[src/rtl/lut_eval_if.sv]
// lut_eval_if: load, evaluate and sweep signals between stimulus logic and lut_eval_seq.
interface lut_eval_if #(
    parameter int N_IN = 3
);
    logic            load_valid, load_bit, load_ready, load_done;
    logic            in_valid, z, z_valid;
    logic            sweep_start, sweep_busy, sweep_done, tt_err;
    logic [N_IN-1:0] in_vec;
    logic [N_IN:0]   ones_cnt;
    modport master (
        output load_valid, load_bit, in_valid, in_vec, sweep_start,
        input  load_ready, load_done, z, z_valid, sweep_busy, sweep_done, ones_cnt, tt_err
    );
    modport slave (
        input  load_valid, load_bit, in_valid, in_vec, sweep_start,
        output load_ready, load_done, z, z_valid, sweep_busy, sweep_done, ones_cnt, tt_err
    );
endinterface

[src/rtl/lut_eval_seq.sv]
// lut_eval_seq: serially loaded N-input LUT with registered eval and an exhaustive ones-count sweep.
// Optional table parity checking is enabled by defining LUT_PARITY_CHK_EN.
module lut_eval_seq #(
    parameter int                   N_IN    = 3,
    parameter logic [(1<<N_IN)-1:0] INIT_TT = 'hE8
) (
    input logic       clk,
    input logic       rst_n,
    lut_eval_if.slave bus
);
    localparam int TT_W = 1 << N_IN;
    localparam int CW   = N_IN + 1;
    typedef enum logic {IDLE, SWEEP} state_t;
    state_t          r_state, w_next;
    logic [TT_W-1:0] r_tt;
    logic [N_IN-1:0] r_load_cnt, r_idx;
    logic [CW-1:0]   r_acc, r_ones;
    logic            r_z, r_z_valid, r_load_done, r_sweep_done;
    logic            w_idle, w_sweep_go, w_load_go, w_eval_go, w_last;

    // Same-cycle priority in IDLE: sweep_start, then load, then eval
    assign w_idle     = r_state == IDLE;
    assign w_sweep_go = w_idle && bus.sweep_start;
    assign w_load_go  = w_idle && !bus.sweep_start && bus.load_valid;
    assign w_eval_go  = w_idle && !bus.sweep_start && !bus.load_valid && bus.in_valid;
    assign w_last     = r_state == SWEEP && &r_idx;

    always_ff @(posedge clk or negedge rst_n)
        if (!rst_n) r_state <= IDLE;
        else        r_state <= w_next;

    always_comb w_next = w_sweep_go ? SWEEP : (w_last ? IDLE : r_state);

    always_comb begin
        bus.load_ready = w_idle;
        bus.sweep_busy = !w_idle;
    end

    always_ff @(posedge clk or negedge rst_n) begin
        if (!rst_n) begin
            r_tt         <= INIT_TT;
            r_load_cnt   <= '0;
            r_idx        <= '0;
            r_acc        <= '0;
            r_ones       <= '0;
            r_z          <= 1'b0;
            r_z_valid    <= 1'b0;
            r_load_done  <= 1'b0;
            r_sweep_done <= 1'b0;
        end else begin
            r_z_valid    <= w_eval_go;
            r_load_done  <= w_load_go && &r_load_cnt;
            r_sweep_done <= w_last;
            if (w_eval_go) r_z <= r_tt[bus.in_vec];
            if (w_load_go) begin
                r_tt       <= {bus.load_bit, r_tt[TT_W-1:1]};
                r_load_cnt <= r_load_cnt + N_IN'(1);
            end
            if (w_sweep_go) r_acc <= '0;
            // idx wraps back to 0 on the final sweep cycle
            if (r_state == SWEEP) begin
                r_acc <= r_acc + CW'(r_tt[r_idx]);
                r_idx <= r_idx + N_IN'(1);
            end
            if (w_last) r_ones <= r_acc + CW'(r_tt[r_idx]);
        end
    end

    assign bus.z          = r_z;
    assign bus.z_valid    = r_z_valid;
    assign bus.load_done  = r_load_done;
    assign bus.sweep_done = r_sweep_done;
    assign bus.ones_cnt   = r_ones;

`ifdef LUT_PARITY_CHK_EN
    logic r_par, r_err;
    always_ff @(posedge clk or negedge rst_n) begin
        if (!rst_n) begin
            r_par <= ^INIT_TT;
            r_err <= 1'b0;
        end else begin
            if (r_load_done) r_par <= ^r_tt;
            if ((w_eval_go || r_state == SWEEP) && (^r_tt != r_par)) r_err <= 1'b1;
        end
    end
    assign bus.tt_err = r_err;
`else
    assign bus.tt_err = 1'b0;
`endif
endmodule

[src/flat_wrapper.sv]
// flat-port wrapper written by rule: the top's interface ports become plain ports
module lut_eval_seq_flat 
#(
    parameter int                   N_IN    = 3,
    parameter logic [(1<<N_IN)-1:0] INIT_TT = 'hE8
)
  (clk, rst_n, bus_load_valid, bus_load_bit, bus_in_valid, bus_in_vec, bus_sweep_start, bus_load_ready, bus_load_done, bus_z, bus_z_valid, bus_sweep_busy, bus_sweep_done, bus_ones_cnt, bus_tt_err);
  lut_eval_if #(.N_IN(N_IN)) bus_i ();
  input logic clk;
  input logic rst_n;
  input wire logic [$bits(bus_i.load_valid)-1:0] bus_load_valid;
  input wire logic [$bits(bus_i.load_bit)-1:0] bus_load_bit;
  input wire logic [$bits(bus_i.in_valid)-1:0] bus_in_valid;
  input wire logic [$bits(bus_i.in_vec)-1:0] bus_in_vec;
  input wire logic [$bits(bus_i.sweep_start)-1:0] bus_sweep_start;
  output wire logic [$bits(bus_i.load_ready)-1:0] bus_load_ready;
  output wire logic [$bits(bus_i.load_done)-1:0] bus_load_done;
  output wire logic [$bits(bus_i.z)-1:0] bus_z;
  output wire logic [$bits(bus_i.z_valid)-1:0] bus_z_valid;
  output wire logic [$bits(bus_i.sweep_busy)-1:0] bus_sweep_busy;
  output wire logic [$bits(bus_i.sweep_done)-1:0] bus_sweep_done;
  output wire logic [$bits(bus_i.ones_cnt)-1:0] bus_ones_cnt;
  output wire logic [$bits(bus_i.tt_err)-1:0] bus_tt_err;
  assign bus_i.load_valid = bus_load_valid;
  assign bus_i.load_bit = bus_load_bit;
  assign bus_i.in_valid = bus_in_valid;
  assign bus_i.in_vec = bus_in_vec;
  assign bus_i.sweep_start = bus_sweep_start;
  assign bus_load_ready = bus_i.load_ready;
  assign bus_load_done = bus_i.load_done;
  assign bus_z = bus_i.z;
  assign bus_z_valid = bus_i.z_valid;
  assign bus_sweep_busy = bus_i.sweep_busy;
  assign bus_sweep_done = bus_i.sweep_done;
  assign bus_ones_cnt = bus_i.ones_cnt;
  assign bus_tt_err = bus_i.tt_err;
  lut_eval_seq #(.N_IN(N_IN), .INIT_TT(INIT_TT)) u_core (.clk(clk), .rst_n(rst_n), .bus(bus_i));
endmodule
[config.mk]
export PLATFORM = sky130hd
export DESIGN_NAME = lut_eval_seq_flat
export DESIGN_NICKNAME = d
export VERILOG_FILES = /design/src/rtl/lut_eval_if.sv /design/src/rtl/lut_eval_seq.sv /design/src/flat_wrapper.sv
export SDC_FILE = /design/constraint.sdc
export NUM_CORES = 1
export LEC_CHECK = 0
export BUFFER_PORTS_ARGS = -buffer_cell sky130_fd_sc_hd__buf_2
export CAP_MARGIN = 25
export CELL_PAD_IN_SITES_DETAIL_PLACEMENT = 1
export CELL_PAD_IN_SITES_GLOBAL_PLACEMENT = 1
export CORE_MARGIN = 3
export CORE_UTILIZATION = 48
export DETAILED_ROUTE_END_ITERATION = 8
export PLACE_DENSITY = 0.86
export SLEW_MARGIN = 20
export SYNTH_ARGS = -nofsm -noshare
export SYNTH_HDL_FRONTEND = slang
export SYNTH_SLANG_ARGS = --single-unit
[constraint.sdc]
create_clock -name clk -period 6.82 [get_ports clk]
set_clock_uncertainty 0.15 [all_clocks]
set_input_delay 0.682 -clock clk [delete_from_list [all_inputs] [get_ports clk]]
set_output_delay 0.682 -clock clk [all_outputs]
set_load 0.005 [all_outputs]
==> summary.txt, run 1 <==
Outcome
  – Status: finished clean

GRT
  – Largest net degree at the start of global routing: 28
  – Overall routing resource usage: 15.9%
  – Initial antenna violation count: 0
  – Global-route wire length before repair: about 3.8 mm
  – Grt total ovfl: 0
  – Vias in the first global route: approximately 800

Setup path
  – Critical Path Start Type: register
  – Crit path capture type: register
  – Crit Path Class: register to register
  – Critical Path AT: about 2.4 ns
  – CP max FO: 4
  – Worst path required time: between 6 and 7 ns
  – R2R setup slack: ~4.5 ns

Layout
  – Layout area overhead: 9.49%
  – Final nets: about 120
  – FILL cells: ~250
  – Post-route insts no fill: between 100 and 150
  – Share of cells above drive strength 1: between 30% and 40%
  – Antenna diodes: 0

Synth
  – Post-synthesis sequential area ratio: 54.9%
  – Post-synth EDFFs: 0
  – Post-synth cell types: 24
  – Synth top area cells: dfrtp_1 46%, mux2_2 11%, dfstp_2 8.5%
  – Count leader, synth: dfrtp_1
  – Syn_nets: around 100
  – Top cells by count, synth: 23 x dfrtp_1, 12 x mux2_2, 7 x nand2_1
  – Cells after Synth: about 90
  – Mean Syn Cell Area: between 10 and 15 sq um
  – Biggest area consumer among synthesized cells: dfrtp_1
  – Async SR Flop Fraction: 100%
  – Post-synth top flop: dfrtp_1
  – Cell area after synthesis: 1240 sq um
  – Area share of the largest cell type after synthesis: a little under half
  – Yosys warns: 0
  – #FFs+latches synth: 27

Die
  – Horiz. Die Dim: about 57 microns
  – I/O pin count: 20
  – Initial core utilization: a little over half
  – Core Area: ~2300 sq um
  – Floorplan die height: 56.8 microns
  – Die ar.: 3230 sq um
  – Core Rows: 17

Placed design
  – DP Cell Count: 131
  – Routability cong.: ~0.76
  – IO Port Bufs: 18
  – Detailed placer's ending HPWL: approximately 1.7 mm

Routing
  – Drt total wl: around 2.2 mm
  – Via count: around 720
  – Drt drc: 0
  – Drt first pass iters: 3
  – Vias per cell: ~5.4
  – Routed Antenna Nets: 0
  – Routed length per placed instance: 16.0 microns
  – Drt first-iter violations: 5

Clocking
  – H-Tree Depth: 1
  – Clock tree buffer depth: 2
  – CTS tree: yes
  – Reg clk slew, reported paths: ~0.14 ns
  – Post-CTS Hold Fix Bufs: 0
  – Clock root buffer: clkbuf_4
  – CTS Sinks: 27
  – Setup bufs post-CTS: 0
  – PostCTS Resize Cnt: 0
  – Clock buffer count from CTS: 3
  – Worst-skew pair later-pin latency: between 0.3 and 0.4 ns

Pwr
  – PwrDens: 390 nW/um^2
  – LEAKAGE: between 0.6 and 0.7 nW
  – VDD IR max: ~270 uV

Hold path
  – Min-delay worst type: input pin to asynchronous set/reset pin

Timing
  – Hold Vio Cnt, Final: 0
  – Fin. max-slew vios: 0
  – Worst Tran Pin Value: 0.578 ns
  – # setup viols final: 0
  – Fin crit period: ~2.3 ns
  – Fin crit share: between 30% and 40%
  – RSZ-0062 raised after global routing: no
  – Worst relative slew slack: approximately three fifths
  – Fmax: between 0.4 and 0.5 GHz
  – Setup TNS: 0 ns

Flow run
  – # Max-Cap Violations: 0
-- report_power, final --
part | switching (W) | internal (W)
Combinational | 0.0000730 | 0.000105
Sequential | 0.0000562 | 0.000229
Clock | 0.0000445 | 0.0000220
-- path summary, 6_finish.rpt --
kind,start,end,depth (start not counted)
max,u_core.r_idx[0],u_core.bus.ones_cnt[1],5
max in group asynchronous,rst_n,u_core.r_tt[3],1
min in group clk,u_core.r_load_cnt[0],u_core.r_load_cnt[0],1
max reg2reg,u_core.r_idx[0],u_core.bus.ones_cnt[1],5
min reg2reg,u_core.r_load_cnt[0],u_core.r_load_cnt[0],1
min,rst_n,u_core.bus.ones_cnt[3],1
-- state kept, by name, summed over array words and instances, names as in the netlist --
name	flops
u_core.r_tt	8
u_core.bus.sweep_busy	1
u_core.bus.load_done	1
u_core.r_acc	4
u_core.bus.ones_cnt	4
u_core.bus.z_valid	1
u_core.r_load_cnt	3
u_core.bus.sweep_done	1
u_core.bus.z	1
u_core.r_idx	3
-- stage by stage --
| step | utilization [%] | total power (W) | setup slack (ns) | hold WS [ns] | area [sq um] |
|---|---|---|---|---|---|
| finish | 58.0 | 0.000530 | 4.52 | 0.184 | 1360 |
| global route | 58.0 | 0.000580 | 4.42 | 0.207 | 1360 |
| CTS | 58.0 | 0.000541 | 4.51 | 0.191 | 1360 |
| detailed placement | 56.8 | 0.000473 | 4.53 | 0.326 | 1330 |
| global placement | 56.8 | 0.000455 | 4.56 | 0.311 | 1330 |
| floorplan | - | 0.000406 | 4.65 | 0.236 | 1240 |
-- area by class of cell --
| type | instances | area (sq um) | share of cell area, % |
|---|---|---|---|
| clock buffer | 3 | 22.5 | 1.66 |
| clock inverter | 1 | 5.00 | 0.369 |
| inverter | 3 | 11.3 | 0.829 |
| multi-input combinational | 55 | 513 | 37.8 |
| sequential | 27 | 681 | 50.1 |
| tap | 28 | 35.0 | 2.58 |
| timing repair buffer | 18 | 90.1 | 6.64 |
-- critical path, cell delays in order, from the launching register on --
cell     delay (ns)
dfrtp_1        0.48
mux4_2         0.54
mux2_2         0.28
ha_1           0.20
ha_1           0.29
mux2_2         0.26
-- cells by family after synthesis --
group | after synthesis | synth area share (%)
AOI/OAI and AO/OA | 7 | 3.23
muxes | 23 | 23.1
other | 1 | 0.302
DFF | 27 | 54.9
buffers and inverters | 7 | 3.73
xor gates and xnor gates | 4 | 2.83
adders and majority gates | 6 | 6.05
and+or+nand+nor | 14 | 5.85
-- routing by layer --
layer,track usage [%],wire length (microns),up-vias
met5,0,0,-
met4,8.61,46,0
met3,2.76,120,6
met2,27.2,1100,20
met1,18.7,889,351
li1,-,-,346
-- cells in the final DEF, fill, tap and decap left out --
master    Yosys  routed
dfrtp_1      23      23
buf_2         1      18
mux2_2       12      12
nand2_1       7       7
ha_1          6       6
o21ai_0       5       5
mux2i_1       5       5
dfstp_2       4       4
inv_1         3       3
mux4_2        3       3
mux2_1        3       3
xor2_1        3       3
clkbuf_4      0       3
nor2_1        2       2
and3_1        1       1
nor4b_2       1       1
and2_1        1       1
nor2b_1       1       1
a22o_1        1       1
xnor2_1       1       1
nand3_1       1       1
o22ai_1       1       1
conb_1        1       1
clkinv_2      0       1
(Power assumes the default switching activity.)
==> run 2: changes to the inputs <==
- ABC_AREA: unset -> 1
- CORE_UTILIZATION: 48 -> 37
- PLACE_DENSITY: 0.86 -> 0.77
- clock period: 6.82 -> 2 ns (I/O delays scaled with it)
==> summary.txt, run 2 <==
Synth
  – Post-synth cell types: 18
  – #FFs+latches synth: 27
  – Synth top area cells: dfrtp_1 45%, nand2_1 10%, dfstp_2 8.2%
  – Biggest area consumer among synthesized cells: dfrtp_1
  – Count leader, synth: nand2_1
  – Yosys warns: 0
  – Cells after Synth: about 140
  – Mean Syn Cell Area: 9.18 sq um
  – Post-synthesis sequential area ratio: approximately 53%
  – Cell area after synthesis: between 1000 and 1500 sq um
  – Top cells by count, synth: 34 x nand2_1, 23 x dfrtp_1, 21 x inv_1, 21 x o21ai_0, 8 x nand3_1
  – Area share of the largest cell type after synthesis: between 40% and 50%
  – Post-synth top flop: dfrtp_1
  – Syn_nets: between 150 and 200
  – Post-synth EDFFs: 0
  – Async SR Flop Fraction: 100%

Die
  – Floorplan die height: around 65 microns
  – Initial core utilization: about two fifths
  – Die ar.: 4190 sq um
  – I/O pin count: 20
  – Core Area: around 3200 sq um
  – Core Rows: 20
  – Horiz. Die Dim: between 60 and 70 microns

Setup path
  – Worst setup startpoint: u_core.r_idx[0]
  – R2R setup slack: around 0.12 ns
  – CP Buf/Inv Count: 1
  – Critical R2R Launch: u_core.r_idx[0]
  – Crit path top cell by count: nand2_1
  – CP max stage delay: approximately 0.47 ns
  – Slowest CP cell: dfrtp_2
  – Critical Path AT: 1.95 ns
  – Top delay family on crit path: flip-flops
  – Crit Path Class: register to register
  – Worst path depth: 10
  – CP max FO: 6
  – Cell depth of the worst flop-to-flop path: 10
  – Crit path capture type: register
  – Critical Path Start Type: register
  – Critical Path, Cell by Cell: buf_4 -> a21oi_1 -> o21ai_0 -> nand2_1 -> nand2_1 -> nand2_1 -> ha_1 -> ha_1 -> xnor2_1 -> o21ai_0
  – Worst path required time: 2.07 ns

Pwr
  – PwrDens: 1410 nW/um^2
  – VDD IR max: approximately 480 uV
  – LEAKAGE: between 0.7 and 0.8 nW
  – Tot Pwr: between 0.002 and 0.0025 W

Routing
  – Drt first-iter violations: 45
  – Drt total wl: 2.64 mm
  – Drt drc: 0
  – Via count: 977
  – Routed length per placed instance: around 13 microns
  – Vias per cell: between 4 and 5
  – Drt first pass iters: 4
  – Routed Antenna Nets: 0

Layout
  – FILL cells: 406
  – Sequential Area: approximately 700 sq um
  – Most frequent cells in the layout: 34 x nand2_1, 22 x dfrtp_1, 21 x inv_1
  – Multi-input gate area: roughly 480 sq um
  – Share of cells above drive strength 1: 19.9%
  – Final nets: between 150 and 200
  – Final Cell Area: about 1500 sq um
  – Post-layout util: about 46%
  – Largest register FFs: 8
  – Antenna diodes: 0
  – Register with the most flip-flops: u_core.r_tt
  – Layout area overhead: 13.6%
  – Commonest non-fill, non-tap cell in the layout: nand2_1

Timing
  – Fin crit period: between 1.5 and 2 ns
  – Worst Tran Pin Value: a little under 0.6 ns
  – WHS: approximately 0.0048 ns
  – RSZ-0062 raised after global routing: yes
  – Fmax: roughly 0.53 GHz
  – Fin crit share: between 90% and 100%
  – Hold Vio Cnt, Final: 0
  – Worst relative slew slack: between 60 and 70%
  – Fin. max-slew vios: 0
  – # setup viols final: 0

GRT
  – Vias in the first global route: roughly 1000
  – Grt total ovfl: 0
  – Largest net degree at the start of global routing: 28
  – Overall routing resource usage: about 14%
  – Initial antenna violation count: 0
  – Global-route wire length before repair: ~4.7 mm

Clocking
  – CTS Sinks: 27
  – CTS tree: yes
  – Reg clk slew, reported paths: 0.14 ns
  – Clock root buffer: clkbuf_4
  – Clock buffer count from CTS: 3
  – Worst-skew pair later-pin latency: roughly 0.33 ns
  – H-Tree Depth: 1
  – Clock tree buffer depth: 2

Placed design
  – Detailed placer's ending HPWL: between 2 and 2.5 mm
  – Dpl cell area: around 1400 sq um
  – Routability cong.: about 0.83
  – IO Port Bufs: 18

Hold path
  – Min-delay worst type: input pin to register
  – Worst min-delay path startpoint: bus_load_valid
  – WHS Path Cells: 4

Outcome
  – Status: finished clean

Flow run
  – # Max-Cap Violations: 0
## run 2: changes by cell type after synthesis, moves of 5 or more
cell and delta:
a21oi_1 +5, mux2_2 -12, o21ai_0 +16, inv_1 +18, nand3_1 +7, mux2i_1 -5
nand2_1 +27
## run 2: final timing paths
path / end
hold reg to reg: u_core.r_tt[2]
max in group asynchronous: u_core.r_idx[0]
hold / removal: u_core.bus.z_valid
setup reg to reg: u_core.r_acc[2]
setup / recovery: u_core.r_acc[2]
min in group asynchronous: u_core.bus.ones_cnt[3]
## run 2: cells by family after synthesis
logic type	count (synthesis)	share of synthesized area [%]
simple gates	48	16.4
flops	27	53.3
compound gates	26	10.2
buf+inv	25	8.82
fa+ha+maj	6	5.88
xor+xnor	4	2.75
mux	2	2.35
other cells	1	0.294
## run 2: cell type report
class	instances	share of cell area (%)
Tap cell	44	3.80
Multi-Input combinational cell	87	33.3
Clock buffer	4	1.81
Timing Repair Buffer	22	8.63
Inverter	21	5.44
Sequential cell	27	47.0
## run 2: power breakdown
part           switching (W)  internal [W]
Combinational       0.000464      0.000355
Clock               0.000160     0.0000782
Sequential          0.000179      0.000801
## run 2: stage by stage
step	TNS, ns	instances	worst slack, ns
3_3_place_gp	0	197	0.238
4_1_cts	0	203	0.0362
2_1_floorplan	0	139	0.315
3_5_place_dp	0	197	0.0655
6_report	0	205	0.117
5_1_grt	-0.0551	205	-0.0258
## run 2: repair_timing
item / 4_1_cts / 5_1_grt
buffers inserted: 0 / 2
hold buffers: 2 / 0
endpoints found under the setup margin: 0 / 6
gates resized for setup: 0 / 4
hold endpoints to repair: 24 / 0
## run 2: metal layers
layer	track usage, %	routed length, microns	share of wire (%)	up-vias
met3	2.08	73	2.8	4
met5	0	0	0	-
met4	5.54	39	1.5	0
met1	17.9	1220	46	480
li1	-	-	-	479
met2	24.3	1310	50	14
## run 2: worst register-to-register path: stages (launching register included)
cell     delay, ns
dfrtp_2       0.47
buf_4         0.15
a21oi_1       0.13
o21ai_0       0.12
nand2_1       0.10
nand2_1       0.05
nand2_1       0.05
ha_1          0.16
ha_1          0.16
xnor2_1       0.13
o21ai_0       0.11
